### config.mk
export PLATFORM = sky130hd
export DESIGN_NAME = uart_rx_ctrl
export DESIGN_NICKNAME = d
export VERILOG_FILES = /design/src/rtl/uart_rx_ctrl_pkg.sv /design/src/rtl/uart_rx_edge_bit_cnt.sv /design/src/rtl/uart_rx_ctrl.sv
export SDC_FILE = /design/constraint.sdc
export NUM_CORES = 1
export LEC_CHECK = 0
export ABC_AREA = 1
export CORE_UTILIZATION = 45
export CTS_BUF_LIST = sky130_fd_sc_hd__clkbuf_4 sky130_fd_sc_hd__clkbuf_8
export DETAILED_ROUTE_END_ITERATION = 10
export GPL_TIMING_DRIVEN = 1
export HOLD_SLACK_MARGIN = 0.1
export PLACE_DENSITY_LB_ADDON = 0.3
export SLEW_MARGIN = 40
export SYNTH_ARGS = -nofsm -noshare
export SYNTH_HDL_FRONTEND = slang
export SYNTH_HIERARCHICAL = 1
export SYNTH_SLANG_ARGS = --single-unit
### constraint.sdc
create_clock -name CLK -period 3.1 [get_ports CLK]
set_clock_uncertainty 0.1 [all_clocks]
set_input_delay 0.31 -clock CLK [delete_from_list [all_inputs] [get_ports CLK]]
set_output_delay 0.31 -clock CLK [all_outputs]
set_load 0.02 [all_outputs]
### src/rtl/uart_rx_ctrl_pkg.sv
// Shared definitions for the UART receive path: state encoding, default
// widths and the sample-point helper used by the controller.
package uart_rx_ctrl_pkg;

  localparam int unsigned DATA_WIDTH_DEF     = 8;
  localparam int unsigned PRESCALE_WIDTH_DEF = 5;
  localparam int unsigned STATE_W            = 3;

  // Frame sequencing states, 3-bit binary.
  typedef enum logic [STATE_W-1:0] {
    IDLE   = 3'd0,
    START  = 3'd1,
    DATA   = 3'd2,
    PARITY = 3'd3,
    STOP   = 3'd4
  } rx_state_e;

  // First oversample edge at which the sampler and checker results are
  // settled: (Prescale/2) + 3. With Prescale=8 this is the last edge of the
  // bit, which is legal.
  function automatic int unsigned sample_edge(input int unsigned prescale);
    return (prescale >> 1) + 3;
  endfunction

endpackage

### src/rtl/uart_rx_edge_bit_cnt.sv
// Oversample edge counter and data-bit counter for the UART receiver.
// Edge counter wraps at Prescale-1; bit counter wraps after DATA_WIDTH-1.
// Clear has priority over increment on both counters.
module uart_rx_edge_bit_cnt
  import uart_rx_ctrl_pkg::*;
#(
  parameter int unsigned PRESCALE_WIDTH = PRESCALE_WIDTH_DEF,
  parameter int unsigned DATA_WIDTH     = DATA_WIDTH_DEF,
  localparam int unsigned BIT_W         = (DATA_WIDTH > 1) ? $clog2(DATA_WIDTH) : 1
) (
  input  logic                      CLK,
  input  logic                      RST,
  input  logic [PRESCALE_WIDTH-1:0] prescale_i,
  input  logic                      edge_en_i,
  input  logic                      edge_clr_i,
  input  logic                      bit_inc_i,
  input  logic                      bit_clr_i,
  output logic [PRESCALE_WIDTH-1:0] edge_cnt_o,
  output logic [BIT_W-1:0]          bit_cnt_o,
  output logic                      edge_last_o,
  output logic                      bit_last_o
);

  localparam logic [BIT_W-1:0] BIT_LAST = BIT_W'(DATA_WIDTH - 1);

  logic [PRESCALE_WIDTH-1:0] edge_q, edge_d;
  logic [BIT_W-1:0]          bit_q, bit_d;

  assign edge_last_o = (edge_q == (prescale_i - 1'b1));
  assign bit_last_o  = (bit_q == BIT_LAST);
  assign edge_cnt_o  = edge_q;
  assign bit_cnt_o   = bit_q;

  // Next-count logic for both counters.
  always_comb begin
    edge_d = edge_q;
    bit_d  = bit_q;

    if (edge_clr_i) begin
      edge_d = '0;
    end else if (edge_en_i) begin
      if (edge_last_o) edge_d = '0;
      else             edge_d = edge_q + 1'b1;
    end

    if (bit_clr_i) begin
      bit_d = '0;
    end else if (bit_inc_i) begin
      if (bit_last_o) bit_d = '0;
      else            bit_d = bit_q + 1'b1;
    end
  end

  // Counter registers.
  always_ff @(posedge CLK or negedge RST) begin
    if (!RST) begin
      edge_q <= '0;
      bit_q  <= '0;
    end else begin
      edge_q <= edge_d;
      bit_q  <= bit_d;
    end
  end

endmodule

### src/rtl/uart_rx_ctrl.sv
// UART receive sequencing controller. Detects the start edge, walks the
// frame through START/DATA/PARITY/STOP, drives the sampler/checker/
// deserializer enables and qualifies the word with a one-cycle Data_Valid.
//
// Handshake: there is no back-pressure. Deser_En is a one-cycle strobe per
// data bit, and Data_Valid is a one-cycle pulse in the first IDLE cycle after
// a frame whose parity and stop checks both passed; the consumer must take
// the word in that cycle.
module uart_rx_ctrl
  import uart_rx_ctrl_pkg::*;
#(
  parameter int unsigned PRESCALE_WIDTH = PRESCALE_WIDTH_DEF,
  parameter int unsigned DATA_WIDTH     = DATA_WIDTH_DEF,
  localparam int unsigned BIT_W         = (DATA_WIDTH > 1) ? $clog2(DATA_WIDTH) : 1
) (
  input  logic                      CLK,
  input  logic                      RST,
  input  logic                      RX_IN,
  input  logic [PRESCALE_WIDTH-1:0] Prescale,
  input  logic                      PAR_EN,
  input  logic                      Strt_Glitch,
  input  logic                      Par_Err,
  input  logic                      Stp_Err,
  output logic [PRESCALE_WIDTH-1:0] Edge_Cnt,
  output logic [BIT_W-1:0]          Bit_Cnt,
  output logic                      Dat_Samp_En,
  output logic                      Strt_Chk_En,
  output logic                      Par_Chk_En,
  output logic                      Stp_Chk_En,
  output logic                      Deser_En,
  output logic                      Data_Valid,
  output logic                      Busy,
  output logic [STATE_W-1:0]        State_Dbg
);

  rx_state_e state_q, state_d;

  logic par_en_q, par_en_d;
  logic err_q, err_d;
  logic dv_q, dv_d;
  logic busy_q, busy_d;

  logic edge_en, edge_clr, bit_inc, bit_clr;
  logic edge_last, bit_last;

  logic [PRESCALE_WIDTH-1:0] sample_pt;

  // Edge at which the deserializer shift strobe fires.
  assign sample_pt = PRESCALE_WIDTH'(sample_edge(32'(Prescale)));

  uart_rx_edge_bit_cnt #(
    .PRESCALE_WIDTH (PRESCALE_WIDTH),
    .DATA_WIDTH     (DATA_WIDTH)
  ) u_cnt (
    .CLK         (CLK),
    .RST         (RST),
    .prescale_i  (Prescale),
    .edge_en_i   (edge_en),
    .edge_clr_i  (edge_clr),
    .bit_inc_i   (bit_inc),
    .bit_clr_i   (bit_clr),
    .edge_cnt_o  (Edge_Cnt),
    .bit_cnt_o   (Bit_Cnt),
    .edge_last_o (edge_last),
    .bit_last_o  (bit_last)
  );

  // Next-state, counter control and enable decode from state and counters.
  always_comb begin
    state_d     = state_q;
    edge_en     = 1'b0;
    edge_clr    = 1'b0;
    bit_inc     = 1'b0;
    bit_clr     = 1'b0;
    Dat_Samp_En = 1'b0;
    Strt_Chk_En = 1'b0;
    Par_Chk_En  = 1'b0;
    Stp_Chk_En  = 1'b0;
    Deser_En    = 1'b0;

    unique case (state_q)
      IDLE: begin
        // Counters are held at zero; a low line in this very cycle starts a
        // frame, which gives back-to-back frames one cycle of slack.
        edge_clr = 1'b1;
        bit_clr  = 1'b1;
        if (!RX_IN) state_d = START;
      end

      START: begin
        Dat_Samp_En = 1'b1;
        Strt_Chk_En = 1'b1;
        edge_en     = 1'b1;
        if (edge_last) state_d = Strt_Glitch ? IDLE : DATA;
      end

      DATA: begin
        Dat_Samp_En = 1'b1;
        edge_en     = 1'b1;
        Deser_En    = (Edge_Cnt == sample_pt);
        if (edge_last) begin
          bit_inc = 1'b1;
          if (bit_last) state_d = par_en_q ? PARITY : STOP;
        end
      end

      PARITY: begin
        Dat_Samp_En = 1'b1;
        Par_Chk_En  = 1'b1;
        edge_en     = 1'b1;
        if (edge_last) state_d = STOP;
      end

      STOP: begin
        Dat_Samp_En = 1'b1;
        Stp_Chk_En  = 1'b1;
        edge_en     = 1'b1;
        if (edge_last) state_d = IDLE;
      end

      default: begin
        state_d  = IDLE;
        edge_clr = 1'b1;
        bit_clr  = 1'b1;
      end
    endcase

    // Every entry into IDLE or START restarts the edge count.
    if ((state_d != state_q) && ((state_d == IDLE) || (state_d == START))) begin
      edge_clr = 1'b1;
    end
  end

  // Frame-scoped flags: latched parity mode, parity error, valid and busy.
  always_comb begin
    par_en_d = par_en_q;
    err_d    = err_q;

    if (state_q == START) begin
      par_en_d = PAR_EN;
      err_d    = 1'b0;
    end else if ((state_q == PARITY) && edge_last) begin
      err_d = Par_Err;
    end

    // A parity error does not shorten the frame; it only suppresses the valid.
    dv_d   = (state_q == STOP) && edge_last && !err_q && !Stp_Err;
    busy_d = (state_q != IDLE);
  end

  // State and flag registers.
  always_ff @(posedge CLK or negedge RST) begin
    if (!RST) begin
      state_q  <= IDLE;
      par_en_q <= 1'b0;
      err_q    <= 1'b0;
      dv_q     <= 1'b0;
      busy_q   <= 1'b0;
    end else begin
      state_q  <= state_d;
      par_en_q <= par_en_d;
      err_q    <= err_d;
      dv_q     <= dv_d;
      busy_q   <= busy_d;
    end
  end

  assign Data_Valid = dv_q;
  assign Busy       = busy_q;
  assign State_Dbg  = state_q;

endmodule
# After elaboration in Yosys (flattened, before gate mapping)
# Index checks and enable logic that the tools add are counted.
[classes] n_addsub=4 eq_ne=10 n_mux=26 reduce_logical=14
[ops] op="$mux 3" n=10
[ops] op="$mux 5" n=3
[ops] op="$pmux 3 s5" n=1
[ops] op="$mux 1" n=11
[ops] op="$eq 5x5->1" n=2
[ops] op="$eq 3x1->1 const B" n=2
[ops] op="$eq 3x2->1 const B" n=2
[ops] op="$eq 3x3->1 const B" n=2
[ops] op="$logic_not 3->1" n=2
[ops] op="$add 4x2->5 const B" n=1
[ops] op="$add 5x1->5 const B" n=1
[ops] op="$logic_and 1x1->1" n=5
[ops] op="$sub 5x1->5 const B" n=1
[ops] op="$reduce_bool 2->1" n=2
[ops] op="$reduce_or 4->1" n=1
[ops] op="$add 3x1->3 const B" n=1
[ops] op="$ne 3x3->1" n=1
[ops] op="$reduce_bool 3->1" n=1
[ops] op="$logic_not 1->1" n=2
[ops] op="$mux 2" n=1
[ops] op="$ne 2x1->1 const B" n=1
[ops] op="$logic_or 1x1->1" n=1
[word_totals] register_bits=15 inputBits=12 output_inout_bits=18 wordCells=61

# Depth between registers and ports, before layout
# Gate-level depths: netlist (run 1).
[logic_depth] word_depth=9 mapped_depth=23

# By module
# The synthesis (run 1) kept the hierarchy.
[by_module_without_submodules] module="uart_rx_edge_bit_cnt" instances=1 cells_each=96 area_per_inst_um2=618.1 seq_area_each_um2=200.2
[by_module_without_submodules] module="uart_rx_ctrl" instances=1 cells_each=75 area_per_inst_um2=514.2 seq_area_each_um2=175.2

# Worst setup path after synthesis (run 1)
# No wires, ideal clock.
[synth_path] path_type="input to register" from="input port Prescale[0]" to="register u_cnt.edge_q[4] (netlist: u_cnt/edge_cnt_o[4])" setup_ns=0.065 arrival_ns=2.327 t_required_ns=2.935 path_slack_ns=0.608 cell_stages=22 n_path_buf=0 path_cell_list="inv_1 -> ha_1 -> nand2_1 -> nand2_1 -> nor2_1 -> nand2_1 -> nor2_2 -> nand2_2 -> inv_1 -> inv_1 -> nand3_1 -> nand2_1 -> nand2_1 -> nand2_2 -> nor2_2 -> nand2_1 -> nand2_1 -> nor2_2 -> or2_1 -> nor3b_2 -> nand2_1 -> nand2_1"
[synth_via] elab_chain_cells=9 word_cells_on_any_way=17 classes_between="add/sub (1); eq/ne (3); mux (9); reduce/logical (4)"
[synth_rtl] item="start, declared" line_no="uart_rx_ctrl.sv:19" rtl="input logic [PRESCALE_WIDTH-1:0] Prescale,"
[synth_rtl] item="$sub 5x1->5 *" line_no="uart_rx_edge_bit_cnt.sv:29" rtl="assign edge_last_o = (edge_q == (prescale_i - 1'b1));"
[synth_rtl] item="$eq 5x5->1 *" line_no="uart_rx_edge_bit_cnt.sv:29"
[synth_rtl] item="via edge_last" line_no="uart_rx_ctrl.sv:44" rtl="logic edge_last, bit_last;"
[synth_rtl] item="$mux 3, on equally long branches"
[synth_rtl] item="$pmux 3 s5 *" line_no="uart_rx_ctrl.sv:81" rtl="unique case (state_q)"
[synth_rtl] item="via state_d[1]" line_no="uart_rx_ctrl.sv:36" rtl="rx_state_e state_q, state_d;"
[synth_rtl] item="$eq 3x1->1 or $logic_not 3->1 (tied branches)" line_no="uart_rx_ctrl.sv:129" rtl="if ((state_d != state_q) && ((state_d == IDLE) || (state_d == START))) begin"
[synth_rtl] item="$logic_or 1x1->1" line_no="uart_rx_ctrl.sv:129"
[synth_rtl] item="$logic_and 1x1->1 *" line_no="uart_rx_ctrl.sv:129"
[synth_rtl] item="$mux 1 *" line_no="uart_rx_ctrl.sv:129"
[synth_rtl] item="via edge_clr" line_no="uart_rx_ctrl.sv:43" rtl="logic edge_en, edge_clr, bit_inc, bit_clr;"
[synth_rtl] item="$mux 5 or $reduce_bool 2->1 (tied branches)"
[synth_rtl] item="end signal, assigned" line_no="uart_rx_edge_bit_cnt.sv:60" rtl="edge_q <= edge_d;"
[synth_rtl] item="end, declared" line_no="uart_rx_edge_bit_cnt.sv:26" rtl="logic [PRESCALE_WIDTH-1:0] edge_q, edge_d;"
# The timed path passes the listed nets; every way through them passes the cells marked *. The select of a mux whose other input is x is not followed.
# A chain may end at the register's enable or synchronous reset.

# Final worst setup path (run 1)
# Ends and elaborated chain as after synthesis.

==> out/qor.csv, run 1 <==
metric,value,unit
drt_iter0_markers,25,
yosysSeqAreaShare,33.15,%
drive_above_1_share,12.44,%
cts.sink_count,15,
drv_cap,0,
ctsResizeCount,0,
multi_input_area,666.9,um^2
hold_violations,0,
numCtsBuffers,3,
synth.distinct_cells,23,
grt_start_max_net_pins,16,
path_clk_slew,0.08,ns
hold_class,input port to async pin,
cts_tree,done,
cts_root_buffer,clkbuf_4,
setup_violations,0,
die_w,52.16,um
place_area,1495,um^2
rows,17,
p_per_area,646.9,nW/um^2
start_util,49.29,%
synth_edf_count,0,
yosysWarnings,6,
period_share,90.63,%
cp_max_fo,5,
maxSlewViolCount,0,
regArea,375.4,um^2
drc,0,
syn_inst,171,
crit_arrival,2.93,ns
p_leak,0.7808,nW
boundaryPins,30,
synth.cell_area,1132,um^2
core_area,2297,um^2
start_kind,input port,
finalCoreUtilization,66.39,%
grt_use_total,21.30,%
cts.path.max_buffers,2,
design_area,1525,um^2
worst_slew_pin_slew,0.6433,ns
n_fill_cell,202,
rsz0062_at_grt,false,
antenna_found_initial,0,
grt_pass1_vias,1020,
clk_latency,0.28,ns
cts_setup_buffers,0,
area_growth,34.70,%
maxSlewHeadroom,56.98,%
grt.overflow.total,0,
dp_cells,233,
endpoint_kind,flop,
fp.dieH,52.16,um
cp-startpoint,Prescale[0],
final-instance-count-excl-fill,237,
ctsHoldBuffers,0,
antennaDiodeCount,0,
post_drt_wl_per_cell,10.50,um
synth_area_per_cell,6.622,um^2
ir_worst_vdd,0.4546,mV
slowest_delay,0.47,ns
cp_slowest_cell,clkdlybuf4s50_1,
fin_nets,227,
max_freq,355.9,MHz
crit_chain,clkdlybuf4s50_1 -> inv_1 -> ha_1 -> nand2_1 -> nand2_1 -> nor2_1 -> nand2_1 -> nor2_2 -> nand2_2 -> inv_1 -> inv_1 -> nand3_1 -> nand2_1 -> nand2_1 -> nand2_2 -> nor2_2 -> nand2_1 -> nand2_1 -> nor2_2 -> or2_1 -> nor3b_2 -> nand2_1 -> nand2_1,
antenna_left,0,
dp_hpwl,1996,um
run_status,finished clean,
die-area,2721,um^2
cp.required,3.22,ns
cp_common_cell,nand2_1,
min_period,2.809,ns
grt_pass1_wl,4360,um
setup-tns-final,0,ns
path_class,input port to flop,
via_per_inst,4.831,
gp_congestion,0.8370,
drt_first_pass_iters,4,
finalWirelength,2488,um
h-tree-depth,1,
io_buffers,29,
syn_nets,188,
regToRegStartpoint,u_cnt/edge_cnt_o[3],
ys_seq_elements,15,
ys_async_sr_fraction,100.0,%
synth-main-ff-cell,dfrtp_1,
num_vias,1145,
==> placed cells by master (no fill, tap or decap), drive strengths merged, types with 2 or more instances in the layout <==
master         Yosys  routed
buf                0       5
clkdlybuf4s50      0      29
clkbuf             0       4
xnor2              6       6
nand3             15      15
ha                 5       5
or2                2       2
nand2             64      64
inv               23      23
o21ai              2       2
xor2               2       2
nor2              29      29
dfrtp             15      15
==> routing by layer <==
layer,share of wire (%),track usage [%]
met5,0,0
met4,0,3.070
met3,5.6,4.386
met2,46,32.91
met1,48,31.05
==> final timing paths <==
check	end	cells after the start	slack (ns)
worst max-delay path	u_cnt/edge_cnt_o[4]	23	0.29
worst min-delay path	State_Dbg[0]	1	0.32
max in group asynchronous	State_Dbg[1]	1	2.17
worst max register to register	u_cnt/edge_cnt_o[4]	20	0.60
min in group CLK	Data_Valid	1	0.37
worst min register to register	Data_Valid	1	0.37
==> report_power, final <==
| group | switching [mW] | internal, mW | total (mW) |
|---|---|---|---|
| sequential | 0.0694 | 0.238 | 0.307 |
| combinational | 0.319 | 0.242 | 0.561 |
| clock | 0.0598 | 0.0587 | 0.119 |
| total | 0.449 | 0.538 | 0.987 |
==> logic make-up after synthesis <==
logic type               Yosys count  synth area share (%)
AO/OA/AOI/OAI                      3                 1.768
multiplexers                       1                0.8840
flip-flops                        15                 33.15
AND/OR/NAND/NOR                  115                 44.53
XOR/XNOR                           8                 6.188
buffers and inverters             24                 7.955
adder cells (fa/ha/maj)            5                 5.525
==> final cells by class <==
cell class	instances	area share (%)
Multi-Input combinational cell	132	43.72
Sequential cell	15	24.61
Timing Repair Buffer	34	21.49
Clock buffer	4	1.969
Tap cell	28	2.297
Inverter	24	5.906
==> registers in the layout, summed over array words and instances (netlist names) <==
register          count
u_cnt/bit_cnt_o       3
err_q                 1
par_en_q              1
State_Dbg             3
Busy                  1
u_cnt/edge_cnt_o      5
Data_Valid            1
==> cell usage after synthesis, types with 2 or more instances <==
cell	n	area (um^2)
nand2_1	62	232.7
nor2_1	21	78.83
inv_1	19	71.32
dfrtp_1	15	375.4
nand3_1	14	70.07
nor2_2	8	50.05
xnor2_1	6	52.55
ha_1	5	62.56
inv_2	4	15.01
nand2_2	2	12.51
o21ai_0	2	10.01
xor2_1	2	17.52
==> stage by stage <==
step                total power [mW]  hold slack, ns  worst slack (ns)
floorplan                     0.6592        -0.08559            0.6080
global placement              0.8572          0.3464            0.1324
detailed placement            0.8713          0.3547           0.01904
CTS                           0.9957          0.3472            0.3086
global route                   1.073          0.3817           0.02344
finish                        0.9867          0.3206            0.2906
==> critical path, delay by kind of cell <==
kind	cells	cell delay, ns
adder cells (fa/ha/maj)	1	0.31
buffers and inverters	4	0.71
AND/OR/NAND/NOR	18	1.57
Note: power is estimated with default switching activity, not from simulation.
==> run 2, diff against run 1 <==
- GPL_ROUTABILITY_DRIVEN: default -> 0
==> results of run 2 <==
Same layout as run 1: the final DEF is identical, and so are final timing and power.
==> run 3, diff against run 2 <==
==> constraint.sdc (replaced) <==
create_clock -name CLK -period 3.1 [get_ports CLK]
set_clock_uncertainty 0.1 [all_clocks]
set_input_delay 0.31 -clock CLK [delete_from_list [all_inputs] [get_ports CLK]]
set_output_delay 0.31 -clock CLK [all_outputs]
set_load 0.005 [all_outputs]
==> results of run 3 <==
Same layout as run 1 (identical final DEF). Status: finished clean.
Among the figures that moved: total power 0.9867 mW -> 0.9220 mW; worst IR drop on VDD 0.4546 mV -> 0.3804 mV
